File: src/rtl/frv_lsu_split_if.sv
// Load/store unit bus bundle: pipeline-side request/response plus the data
// memory beat interface. The LSU core takes the slave modport; whatever drives
// requests and models memory takes the master modport.
//
// Handshake: a request is held on lsu_* while lsu_valid is high and is retired
// in the cycle where lsu_ready && pipe_prog. A memory beat is offered while
// dmem_cen is high and completes in the cycle where dmem_cen && !dmem_stall.
interface frv_lsu_split_if;
  // Pipeline request
  logic        lsu_valid;
  logic        pipe_prog;
  logic [31:0] lsu_addr;
  logic [31:0] lsu_wdata;
  logic        lsu_load;
  logic        lsu_store;
  logic        lsu_byte;
  logic        lsu_half;
  logic        lsu_word;
  logic        lsu_signed;
  // Pipeline response
  logic [31:0] lsu_rdata;
  logic        lsu_ready;
  logic        lsu_a_error;
  logic        lsu_b_error;
  logic        lsu_split;
  // Data memory bus
  logic        dmem_cen;
  logic        dmem_wen;
  logic [3:0]  dmem_strb;
  logic [31:0] dmem_addr;
  logic [31:0] dmem_wdata;
  logic [31:0] dmem_rdata;
  logic        dmem_stall;
  logic        dmem_error;
  // Sequencer state, exposed for observation
  logic [1:0]  dbg_state;

  modport slave (
    input  lsu_valid, pipe_prog, lsu_addr, lsu_wdata, lsu_load, lsu_store,
           lsu_byte, lsu_half, lsu_word, lsu_signed,
    output lsu_rdata, lsu_ready, lsu_a_error, lsu_b_error, lsu_split,
    output dmem_cen, dmem_wen, dmem_strb, dmem_addr, dmem_wdata,
    input  dmem_rdata, dmem_stall, dmem_error,
    output dbg_state
  );

  modport master (
    output lsu_valid, pipe_prog, lsu_addr, lsu_wdata, lsu_load, lsu_store,
           lsu_byte, lsu_half, lsu_word, lsu_signed,
    input  lsu_rdata, lsu_ready, lsu_a_error, lsu_b_error, lsu_split,
    input  dmem_cen, dmem_wen, dmem_strb, dmem_addr, dmem_wdata,
    output dmem_rdata, dmem_stall, dmem_error,
    input  dbg_state
  );
endinterface

File: src/rtl/frv_lsu_split.sv
// Load/store unit that turns a possibly misaligned byte/half/word access into
// one or two word-aligned memory beats. The LO beat covers the word holding
// lsu_addr; when the access spills past that word a HI beat covers the next
// word (address wraps at 2^32). Loads are reassembled and width/sign formatted.
// An optional stall timeout converts a stuck beat into a bus error.
// TIMEOUT must be in 0..255 (0 disables the timeout).
module frv_lsu_split #(
  parameter int unsigned MISALIGN_EN = 1,
  parameter int unsigned TIMEOUT     = 0
) (
  input logic            g_clk,
  input logic            g_reset,
  frv_lsu_split_if.slave bus
);

  typedef enum logic [1:0] {
    S_IDLE = 2'd0,
    S_HI   = 2'd1,
    S_DONE = 2'd2
  } state_t;

  localparam bit             MIS_ON   = (MISALIGN_EN != 0);
  localparam bit             TMO_ON   = (TIMEOUT != 0);
  localparam logic [7:0]     TMO_LAST = TMO_ON ? 8'(TIMEOUT - 1) : 8'd0;

  state_t      state_q, state_d;
  logic [31:0] lo_q;         // LO-beat read data already shifted down by off
  logic [31:0] res_rdata_q;  // result held while waiting in DONE
  logic        res_a_q;
  logic        res_b_q;
  logic [7:0]  tmo_q;

  // Request decode
  logic [1:0]  off;
  logic [3:0]  mask;
  logic [7:0]  smask;
  logic        split;
  logic        a_err;
  logic [4:0]  sh_lo;
  logic [5:0]  sh_hi;
  logic [31:0] lo_addr;
  logic [31:0] hi_addr;
  logic [31:0] rd_lo;
  logic [31:0] rd_hi;
  logic [31:0] wd_lo;
  logic [31:0] wd_hi;

  // Beat / result control
  logic        beat_on;
  logic        beat_hi;
  logic        tmo_hit;
  logic        beat_end;
  logic        beat_err;
  logic        final_beat;
  logic        go_hi;
  logic        rdy;
  logic        aerr_c;
  logic        berr_c;
  logic [31:0] rdata_c;

  // lsu_load and lsu_word carry no information beyond lsu_store/byte/half
  logic        unused_ok;
  assign unused_ok = bus.lsu_load ^ bus.lsu_word;

  // Width-mask and sign/zero extend a right-justified load value
  function automatic logic [31:0] fmt(input logic [31:0] raw, input logic is_b,
                                      input logic is_h, input logic sgn);
    logic [31:0] r;
    r = raw;
    if (is_b)      r = {{24{sgn & raw[7]}}, raw[7:0]};
    else if (is_h) r = {{16{sgn & raw[15]}}, raw[15:0]};
    return r;
  endfunction

  assign off     = bus.lsu_addr[1:0];
  assign smask   = {4'b0000, mask} << off;
  assign split   = |smask[7:4];
  assign a_err   = bus.lsu_valid && split && !MIS_ON;
  assign sh_lo   = {off, 3'b000};
  assign sh_hi   = 6'd32 - {1'b0, off, 3'b000};
  assign lo_addr = {bus.lsu_addr[31:2], 2'b00};
  assign hi_addr = lo_addr + 32'd4;
  assign rd_lo   = bus.dmem_rdata >> sh_lo;
  assign rd_hi   = bus.dmem_rdata << sh_hi;
  assign wd_lo   = bus.lsu_wdata << sh_lo;
  assign wd_hi   = bus.lsu_wdata >> sh_hi;

  // Byte-enable pattern of the access before it is shifted to its offset
  always_comb begin
    mask = 4'b1111;
    if (bus.lsu_byte)      mask = 4'b0001;
    else if (bus.lsu_half) mask = 4'b0011;
  end

  // Decide whether a beat is on the bus this cycle and which word it targets
  always_comb begin
    beat_on = 1'b0;
    beat_hi = 1'b0;
    if (!g_reset) begin
      case (state_q)
        S_IDLE: beat_on = bus.lsu_valid && !a_err;
        S_HI: begin
          beat_on = bus.lsu_valid;
          beat_hi = 1'b1;
        end
        default: beat_on = 1'b0;
      endcase
    end
  end

  // A beat ends on completion or when the stall budget runs out
  assign tmo_hit    = TMO_ON && beat_on && bus.dmem_stall && (tmo_q == TMO_LAST);
  assign beat_end   = beat_on && (!bus.dmem_stall || tmo_hit);
  assign beat_err   = tmo_hit || bus.dmem_error;
  // An errored LO beat of a split op finishes the op without a HI beat
  assign final_beat = beat_end && (beat_hi || !split || beat_err);
  assign go_hi      = beat_end && !beat_hi && split && !beat_err;

  // Result and done signalling (FSM output process)
  always_comb begin
    rdy     = 1'b0;
    aerr_c  = 1'b0;
    berr_c  = 1'b0;
    rdata_c = fmt(rd_lo, bus.lsu_byte, bus.lsu_half, bus.lsu_signed);
    case (state_q)
      S_IDLE: begin
        if (a_err) begin
          rdy    = 1'b1;
          aerr_c = 1'b1;
        end else if (final_beat) begin
          rdy    = 1'b1;
          berr_c = beat_err;
        end
      end
      S_HI: begin
        rdata_c = fmt(lo_q | rd_hi, bus.lsu_byte, bus.lsu_half, bus.lsu_signed);
        if (final_beat) begin
          rdy    = 1'b1;
          berr_c = beat_err;
        end
      end
      S_DONE: begin
        rdy     = 1'b1;
        aerr_c  = res_a_q;
        berr_c  = res_b_q;
        rdata_c = res_rdata_q;
      end
      default: rdy = 1'b0;
    endcase
    if (g_reset) rdy = 1'b0;
  end

  // Next-state: LO->HI on a clean split LO beat, retire on ready, abort HI on valid drop
  always_comb begin
    state_d = state_q;
    case (state_q)
      S_IDLE:  if (go_hi) state_d = S_HI;
      S_HI:    if (!bus.lsu_valid) state_d = S_IDLE;
      S_DONE:  state_d = S_DONE;
      default: state_d = S_IDLE;
    endcase
    if (rdy) state_d = bus.pipe_prog ? S_IDLE : S_DONE;
  end

  // State register
  always_ff @(posedge g_clk or posedge g_reset) begin
    if (g_reset) state_q <= S_IDLE;
    else         state_q <= state_d;
  end

  // Capture LO read data for reassembly and hold results while the pipe is stalled
  always_ff @(posedge g_clk or posedge g_reset) begin
    if (g_reset) begin
      lo_q        <= 32'd0;
      res_rdata_q <= 32'd0;
      res_a_q     <= 1'b0;
      res_b_q     <= 1'b0;
    end else begin
      if (go_hi) lo_q <= rd_lo;
      if (rdy && !bus.pipe_prog && (state_q != S_DONE)) begin
        res_rdata_q <= rdata_c;
        res_a_q     <= aerr_c;
        res_b_q     <= berr_c;
      end
    end
  end

  // Count consecutive stalled cycles of the current beat
  always_ff @(posedge g_clk or posedge g_reset) begin
    if (g_reset)                                          tmo_q <= 8'd0;
    else if (!TMO_ON)                                     tmo_q <= 8'd0;
    else if (!beat_on || beat_end || (state_d != state_q)) tmo_q <= 8'd0;
    else                                                  tmo_q <= tmo_q + 8'd1;
  end

  assign bus.dmem_cen    = beat_on;
  assign bus.dmem_wen    = bus.lsu_store;
  assign bus.dmem_addr   = beat_hi ? hi_addr : lo_addr;
  assign bus.dmem_strb   = beat_hi ? smask[7:4] : smask[3:0];
  assign bus.dmem_wdata  = beat_hi ? wd_hi : wd_lo;
  assign bus.lsu_ready   = rdy;
  assign bus.lsu_rdata   = rdata_c;
  assign bus.lsu_a_error = aerr_c;
  assign bus.lsu_b_error = berr_c;
  assign bus.lsu_split   = split && MIS_ON && bus.lsu_valid;
  assign bus.dbg_state   = state_q;

endmodule

File: src/flat_wrapper.sv
// flat-port wrapper written by rule: the top's interface ports become plain ports
module frv_lsu_split_flat 
#(
  parameter int unsigned MISALIGN_EN = 1,
  parameter int unsigned TIMEOUT     = 0
)
  (g_clk, g_reset, bus_lsu_valid, bus_pipe_prog, bus_lsu_addr, bus_lsu_wdata, bus_lsu_load, bus_lsu_store, bus_lsu_byte, bus_lsu_half, bus_lsu_word, bus_lsu_signed, bus_lsu_rdata, bus_lsu_ready, bus_lsu_a_error, bus_lsu_b_error, bus_lsu_split, bus_dmem_cen, bus_dmem_wen, bus_dmem_strb, bus_dmem_addr, bus_dmem_wdata, bus_dmem_rdata, bus_dmem_stall, bus_dmem_error, bus_dbg_state);
  frv_lsu_split_if bus_i ();
  input logic g_clk;
  input logic g_reset;
  input wire logic [$bits(bus_i.lsu_valid)-1:0] bus_lsu_valid;
  input wire logic [$bits(bus_i.pipe_prog)-1:0] bus_pipe_prog;
  input wire logic [$bits(bus_i.lsu_addr)-1:0] bus_lsu_addr;
  input wire logic [$bits(bus_i.lsu_wdata)-1:0] bus_lsu_wdata;
  input wire logic [$bits(bus_i.lsu_load)-1:0] bus_lsu_load;
  input wire logic [$bits(bus_i.lsu_store)-1:0] bus_lsu_store;
  input wire logic [$bits(bus_i.lsu_byte)-1:0] bus_lsu_byte;
  input wire logic [$bits(bus_i.lsu_half)-1:0] bus_lsu_half;
  input wire logic [$bits(bus_i.lsu_word)-1:0] bus_lsu_word;
  input wire logic [$bits(bus_i.lsu_signed)-1:0] bus_lsu_signed;
  output wire logic [$bits(bus_i.lsu_rdata)-1:0] bus_lsu_rdata;
  output wire logic [$bits(bus_i.lsu_ready)-1:0] bus_lsu_ready;
  output wire logic [$bits(bus_i.lsu_a_error)-1:0] bus_lsu_a_error;
  output wire logic [$bits(bus_i.lsu_b_error)-1:0] bus_lsu_b_error;
  output wire logic [$bits(bus_i.lsu_split)-1:0] bus_lsu_split;
  output wire logic [$bits(bus_i.dmem_cen)-1:0] bus_dmem_cen;
  output wire logic [$bits(bus_i.dmem_wen)-1:0] bus_dmem_wen;
  output wire logic [$bits(bus_i.dmem_strb)-1:0] bus_dmem_strb;
  output wire logic [$bits(bus_i.dmem_addr)-1:0] bus_dmem_addr;
  output wire logic [$bits(bus_i.dmem_wdata)-1:0] bus_dmem_wdata;
  input wire logic [$bits(bus_i.dmem_rdata)-1:0] bus_dmem_rdata;
  input wire logic [$bits(bus_i.dmem_stall)-1:0] bus_dmem_stall;
  input wire logic [$bits(bus_i.dmem_error)-1:0] bus_dmem_error;
  output wire logic [$bits(bus_i.dbg_state)-1:0] bus_dbg_state;
  assign bus_i.lsu_valid = bus_lsu_valid;
  assign bus_i.pipe_prog = bus_pipe_prog;
  assign bus_i.lsu_addr = bus_lsu_addr;
  assign bus_i.lsu_wdata = bus_lsu_wdata;
  assign bus_i.lsu_load = bus_lsu_load;
  assign bus_i.lsu_store = bus_lsu_store;
  assign bus_i.lsu_byte = bus_lsu_byte;
  assign bus_i.lsu_half = bus_lsu_half;
  assign bus_i.lsu_word = bus_lsu_word;
  assign bus_i.lsu_signed = bus_lsu_signed;
  assign bus_lsu_rdata = bus_i.lsu_rdata;
  assign bus_lsu_ready = bus_i.lsu_ready;
  assign bus_lsu_a_error = bus_i.lsu_a_error;
  assign bus_lsu_b_error = bus_i.lsu_b_error;
  assign bus_lsu_split = bus_i.lsu_split;
  assign bus_dmem_cen = bus_i.dmem_cen;
  assign bus_dmem_wen = bus_i.dmem_wen;
  assign bus_dmem_strb = bus_i.dmem_strb;
  assign bus_dmem_addr = bus_i.dmem_addr;
  assign bus_dmem_wdata = bus_i.dmem_wdata;
  assign bus_i.dmem_rdata = bus_dmem_rdata;
  assign bus_i.dmem_stall = bus_dmem_stall;
  assign bus_i.dmem_error = bus_dmem_error;
  assign bus_dbg_state = bus_i.dbg_state;
  frv_lsu_split #(.MISALIGN_EN(MISALIGN_EN), .TIMEOUT(TIMEOUT)) u_core (.g_clk(g_clk), .g_reset(g_reset), .bus(bus_i));
endmodule
File: config.mk
export PLATFORM = sky130hd
export DESIGN_NAME = frv_lsu_split_flat
export DESIGN_NICKNAME = d
export VERILOG_FILES = /design/src/rtl/frv_lsu_split_if.sv /design/src/rtl/frv_lsu_split.sv /design/src/flat_wrapper.sv
export SDC_FILE = /design/constraint.sdc
export NUM_CORES = 1
export LEC_CHECK = 0
export ABC_AREA = 1
export BUFFER_PORTS_ARGS = -buffer_cell sky130_fd_sc_hd__buf_2
export CORE_MARGIN = 2
export CORE_UTILIZATION = 50
export CTS_CLUSTER_SIZE = 10
export DETAILED_ROUTE_END_ITERATION = 10
export PLACE_DENSITY = 0.79
export SLEW_MARGIN = 10
export SYNTH_ARGS = -nofsm -noshare
export SYNTH_HDL_FRONTEND = slang
export SYNTH_SLANG_ARGS = --single-unit
File: constraint.sdc
create_clock -name g_clk -period 7.3 [get_ports g_clk]
set_clock_uncertainty 0.15 [all_clocks]
set_input_delay 0.73 -clock g_clk [delete_from_list [all_inputs] [get_ports g_clk]]
set_output_delay 0.73 -clock g_clk [all_outputs]
set_load 0.005 [all_outputs]
==> results.ini, run 1 <==
[outcome]
status = complete, no violations

[drt]
routedWlPerCell_um = 15.3
wl_um = 22600
vias_per_cell = 5.57
drc = 0
ant_nets = 0
dr_total_vias = 8247
dr.pass1.iters = 7
drtIter0Drc = 898

[yosys]
synth.cell_area_um2 = 6780
syn_avg_cell_area_um2 = 5.94
ys_ff_latch = 68
yosysSeqAreaShare_pct = 25.1
synth_cells = 1143
ys_warn_count = 0
ys_types = 39

[sta]
tns_ns = 0
finalSetupViolations = 0
fin_crit_sh_pct = 59.7
slew_violations = 0
rsz0062_at_grt = false
clock.fmax_mhz = 229
hold_viol_final = 0
maxSlewHeadroom_pct = 27.9
tightest_slew_ns = 1.08
min_period_ns = 4.36

[grt]
grt_pass1_wl_um = 36100
grt_max_degree = 108
antenna_found_initial = 0
grt_overflow = 0
grt_usage_pct = 30.8
grt_pass1_vias = 7391

[cts]
hold_buffers = 0
cts.clk_slew.worst_paths_ns = 0.05
clkSinkCount = 68
htreeDepth = 3
root_buffer = clkbuf_16
cts_buffer_depth = 2
cts-resized-gates = 0
numCtsBuffers = 9
post-cts-setup-buffers = 0
cts_tree = done
worstSkewPairLatency_ns = 0.34

[setup_path]
critPathKind = input port to output pin
max_stage_delay_ns = 0.82
crit_fanout = 107
crit_arrival_ns = 3.48
cp_cell_sequence = buf_2 > buf_4 > nand2_1 > o21ai_0 > inv_1 > nand2_1 > nand4_1 > nand4_1 > and2_1 > buf_2
rrSetupSlack_ns = 3.86
crit_family = simple AND/OR/NAND/NOR gates
r2r-end = u_core.res_rdata_q[13]
worst-path-buf-inv = 4
worstSetupEndpointType = output pin
worstReg2RegStart = u_core.bus.dbg_state[1]
slowest_stage = nand4_1
required_ns = 6.42
start_kind = input port
reg2reg_depth = 12

[floorplan]
std_cell_rows = 42
io_pins = 216
fp.dieW_um = 120
die_area_um2 = 14500
coreArea_um2 = 13200
die_h_um = 120
start_util_pct = 51.2

[power_and_ir_drop]
power_uw = 2390
p_per_area_nw_per_um2 = 296
p_leak_uw = 0.00436
max-vdd-ir-drop_mv = 0.182

[cells_and_area]
diodes = 0
nets = 1416
area_delta_synth_final_pct = 19.0
n_fill_cell = 1369
layout_common_cells = 386 x nand2_1, 209 x buf_2, 116 x inv_1
mostFrequentLayoutCell = nand2_1
drive_above_1_share_pct = 19.5

[placed_design]
port_buffers = 209
hpwl_um = 16000
gp_congestion = 0.938

[hold_path]
whs_endpoint = u_core.res_a_q
worstHoldPathType = flip-flop to flip-flop
min_from = u_core.res_a_q
min_path_cells = 2

[job]
max_cap_viol_count = 0

==> stage by stage <==
step | hold WS [ns] | cells | worst slack (ns) | cell area [um2] | utilization, %
2_1_floorplan | 0.286 | 1144 | 3.59 | 6790 | -
4_1_cts | 0.330 | 1481 | 3.01 | 8070 | 61.0
3_3_place_gp | 0.301 | 1465 | 3.04 | 7770 | 58.7
5_1_grt | 0.353 | 1481 | 2.64 | 8070 | 61.0
6_report | 0.326 | 1481 | 2.94 | 8070 | 61.0
3_5_place_dp | 0.315 | 1465 | 3.02 | 7770 | 58.7
==> synthesized netlist by cell type, drive strengths merged <==
cell	instances	area [um2]
nor4	1	6.26
inv	122	458
a31oi	9	56.3
a211oi	1	7.51
ha	8	100
o21ai	117	586
nor2	67	283
a32o	1	10.0
o21a	2	15.0
xor2	10	87.6
nor3	14	70.1
nand2	391	1490
nand3	102	528
dfrtp	68	1700
a21oi	38	201
and2	23	144
o22ai	11	68.8
nand4	41	269
o211ai	19	143
o221ai	4	35.0
xnor2	19	166
conb	1	3.75
a21boi	1	7.51
clkbuf	27	101
buf	46	250
==> cells by family (layout without fill, tap and decap cells) <==
| group | after synthesis | after routing | synth area share [%] |
|---|---|---|---|
| AND/OR/NAND/NOR | 639 | 639 | 41.1 |
| AO/OA/AOI/OAI | 203 | 203 | 16.7 |
| buffers and inverters | 195 | 356 | 11.9 |
| flip-flops | 68 | 68 | 25.1 |
| XOR/XNOR | 29 | 29 | 3.74 |
| adder cells (fa/ha/maj) | 8 | 8 | 1.48 |
| other | 1 | 2 | 0.0553 |
==> per-layer routing <==
layer,GRT usage [%],vias up,share of wire (%),wire length (um)
met5,0,-,0,0
met1,43.0,3728,42,9530
met2,47.1,419,45,10200
met3,5.85,61,9.6,2180
met4,12.4,0,3.3,754
li1,-,4039,-,-
==> power by group <==
group	leakage (uW)	internal, uW	switching [uW]
sequential	0.000856	539	80.6
clock	0.000155	281	172
combinational	0.00335	503	811
total	0.00436	1320	1060
==> worst register-to-register path: cells and delay by family (launching register included) <==
family                   cells  cell delay [ns]
adder cells (fa/ha/maj)      1             0.48
buffers and inverters        3             0.94
AND/OR/NAND/NOR              7             1.22
flip-flops                   1             0.45
AO/OA/AOI/OAI                1             0.08
==> flip-flops by register name (all words and copies together) (netlist names) <==
register and count:
u_core.lo_q 32, u_core.res_rdata_q 32, u_core.bus.dbg_state 2, u_core.res_a_q 1
u_core.res_b_q 1
==> worst max-delay path by stage <==
stage | startpoint | endpoint | cells after the start
2_1_floorplan | bus_lsu_addr[1] | bus_lsu_rdata[17] | 15
3_3_place_gp | bus_lsu_addr[0] | bus_lsu_rdata[30] | 10
3_5_place_dp | bus_lsu_addr[0] | bus_lsu_rdata[21] | 10
4_1_cts | bus_lsu_addr[0] | bus_lsu_rdata[21] | 10
5_1_grt | bus_lsu_addr[0] | bus_lsu_rdata[29] | 10
6_report | bus_lsu_addr[0] | bus_lsu_rdata[25] | 10
==> cell type report <==
cell class / instances / area, um2 / area share (%)
Clock buffer: 11 / 253 / 3.13
Tap cell: 176 / 220 / 2.73
Multi-Input combinational cell: 881 / 4280 / 53.0
Sequential cell: 68 / 1700 / 21.1
Timing Repair Buffer: 218 / 1110 / 13.8
Inverter: 122 / 458 / 5.67
Clock inverter: 5 / 50.0 / 0.620
Note: power is estimated with default switching activity, not from simulation.
==> run 2, diff against run 1 <==
Clock period 7.3 ns to 4.22 ns, I/O delays scaled along.
==> run 2 against run 1 <==
Sequential power grew 73%. Sequential cell count stayed put. Total power increased by 69%.
==> results.ini, run 2 (synthesis results as in run 1) <==
[sta]
maxSlewHeadroom_pct = 31.5  ; +3.6 points
min_period_ns = 3.63
fin_crit_sh_pct = 85.9
rsz0062_at_grt = false
tns_ns = 0  ; unchanged
finalSetupViolations = 0  ; unchanged
hold_viol_final = 0  ; unchanged
tightest_slew_ns = 1.03  ; -0.0524 ns
slew_violations = 0  ; unchanged
clock.fmax_mhz = 276

[cells_and_area]
drive_above_1_share_pct = 19.6  ; +0.063 points
n_fill_cell = 1357  ; -0.88%
regArea_um2 = 1700  ; unchanged
multiInputGateArea_um2 = 4280  ; unchanged
diodes = 0  ; unchanged
nets = 1422  ; +0.42%
area_delta_synth_final_pct = 19.1  ; about the same
mostFrequentLayoutCell = nand2_1
final_cell_count_no_fill = 1487  ; +0.41%
layout_common_cells = 386 x nand2_1, 209 x buf_2, 116 x inv_1
post-route-util_pct = 61.0  ; about the same

[grt]
grt_pass1_vias = 7412  ; +0.28%
grt_pass1_wl_um = 36000  ; -0.29%
antenna_found_initial = 0  ; unchanged
grt_overflow = 0  ; unchanged
grt_usage_pct = 30.6  ; -0.25 points
grt_max_degree = 108  ; unchanged

[setup_path]
max_stage_delay_ns = 0.57  ; -0.25 ns
rrSetupSlack_ns = 0.71  ; -3.15 ns
cp_cell_sequence = buf_2 > inv_1 > ha_1 > nor2_2 > nand2_1 > nand2_1 > nand2_1 > nand2_1 > nand3_1 > nand2_1 > and2_1 > buf_2
critPathKind = input port to output pin
r2r-end = u_core.lo_q[8]
start_kind = input port
endpoint = bus_lsu_rdata[28]
worstSetupEndpointType = output pin
required_ns = 3.65  ; -2.77 ns
crit_family = simple AND/OR/NAND/NOR gates
worst-path-buf-inv = 3  ; -1
worstReg2RegStart = u_core.bus.dbg_state[1]
crit_arrival_ns = 3.05  ; -0.43 ns
slowest_stage = nor2_2
reg2reg_depth = 7  ; -5
path_common_cell = nand2_1
crit_fanout = 16  ; -85%
cp-startpoint = bus_lsu_addr[1]
cp_num_cells = 12  ; +2

[drt]
drtIter0Drc = 932  ; +3.8%
vias_per_cell = 5.58  ; +0.15%
routedWlPerCell_um = 15.1  ; -1.1%
dr_total_vias = 8293  ; +0.56%
dr.pass1.iters = 5  ; -2
drc = 0  ; unchanged
wl_um = 22500  ; -0.74%
ant_nets = 0  ; unchanged

[cts]
cts_buffer_depth = 2  ; unchanged
cts.clk_slew.worst_paths_ns = 0.06  ; about the same
root_buffer = clkbuf_16
worstSkewPairLatency_ns = 0.34  ; about the same
cts_tree = done
numCtsBuffers = 9  ; unchanged
htreeDepth = 3  ; unchanged
clkSinkCount = 68  ; unchanged
cts-resized-gates = 0  ; unchanged
hold_buffers = 0  ; unchanged
post-cts-setup-buffers = 0  ; unchanged

[floorplan]
io_pins = 216  ; unchanged
die_h_um = 120  ; unchanged
std_cell_rows = 42  ; unchanged
start_util_pct = 51.2  ; unchanged
fp.dieW_um = 120  ; unchanged
coreArea_um2 = 13200  ; unchanged
die_area_um2 = 14500  ; unchanged

[power_and_ir_drop]
p_per_area_nw_per_um2 = 500  ; +69%
p_leak_uw = 0.00437  ; +0.11%
max-vdd-ir-drop_mv = 0.436  ; +140%

[outcome]
status = complete, no violations

[placed_design]
port_buffers = 209  ; unchanged
hpwl_um = 16200  ; +1.4%
gp_congestion = 0.935  ; -0.23%
placedCellCount = 1471  ; +0.41%

[job]
max_cap_viol_count = 0  ; unchanged

[hold_path]
worstHoldPathType = input port to asynchronous set/reset pin

## run 2: worst register-to-register path, cell delays in order (launching register included)
cell	delay (ns)
dfrtp_1	0.45
inv_1	0.20
ha_1	0.47
nor2_1	0.13
nor3_1	0.43
nand2_2	0.43
inv_1	0.88
o21ai_0	0.20
## run 2: worst min-delay path by stage
stage,start,to,slack [ns],cells after the start
global route,g_reset,u_core.res_rdata_q[23],0.14,3
floorplan,u_core.res_a_q,u_core.res_a_q,0.29,2
CTS,g_reset,u_core.res_b_q,0.10,3
global placement,u_core.res_a_q,u_core.res_a_q,0.30,2
finish,g_reset,u_core.res_b_q,0.08,3
detailed placement,u_core.res_rdata_q[26],u_core.res_rdata_q[26],0.32,2
## run 2: power breakdown
part           switching, uW  leakage [uW]  internal, uW
clock                    287      0.000131           413
sequential               140      0.000856           933
combinational           1380       0.00338           886
## run 2: metrics by stage
stage                     hold slack (ns)  total power, uW  area, um2  setup slack [ns]
final                              0.0803             4040       8080             0.594
after global routing                0.136             4400       8080             0.382
after CTS                           0.100             4020       8080             0.593
after detailed placement            0.317             3310       7820             0.725
after global placement              0.301             3280       7820             0.795
after floorplan                     0.286             2550       6790              1.12
## run 2: metal layers
metal  GRT usage, %  vias to the layer above  routed length, um
met3           5.05                       67               2070
met1           42.7                     3776               9580
met5              0                        -                  0
met2           47.2                      406              10000
li1               -                     4044                  -
met4           12.2                        0                814
## run 2: layout make-up
cell class	count	area share (%)
inverters	122	5.67
repair buffers	224	14.3
well taps	176	2.73
flip-flops and latches	68	21.1
clock buffers	14	3.14
multi-input cells	881	52.9
clock inverters	2	0.124
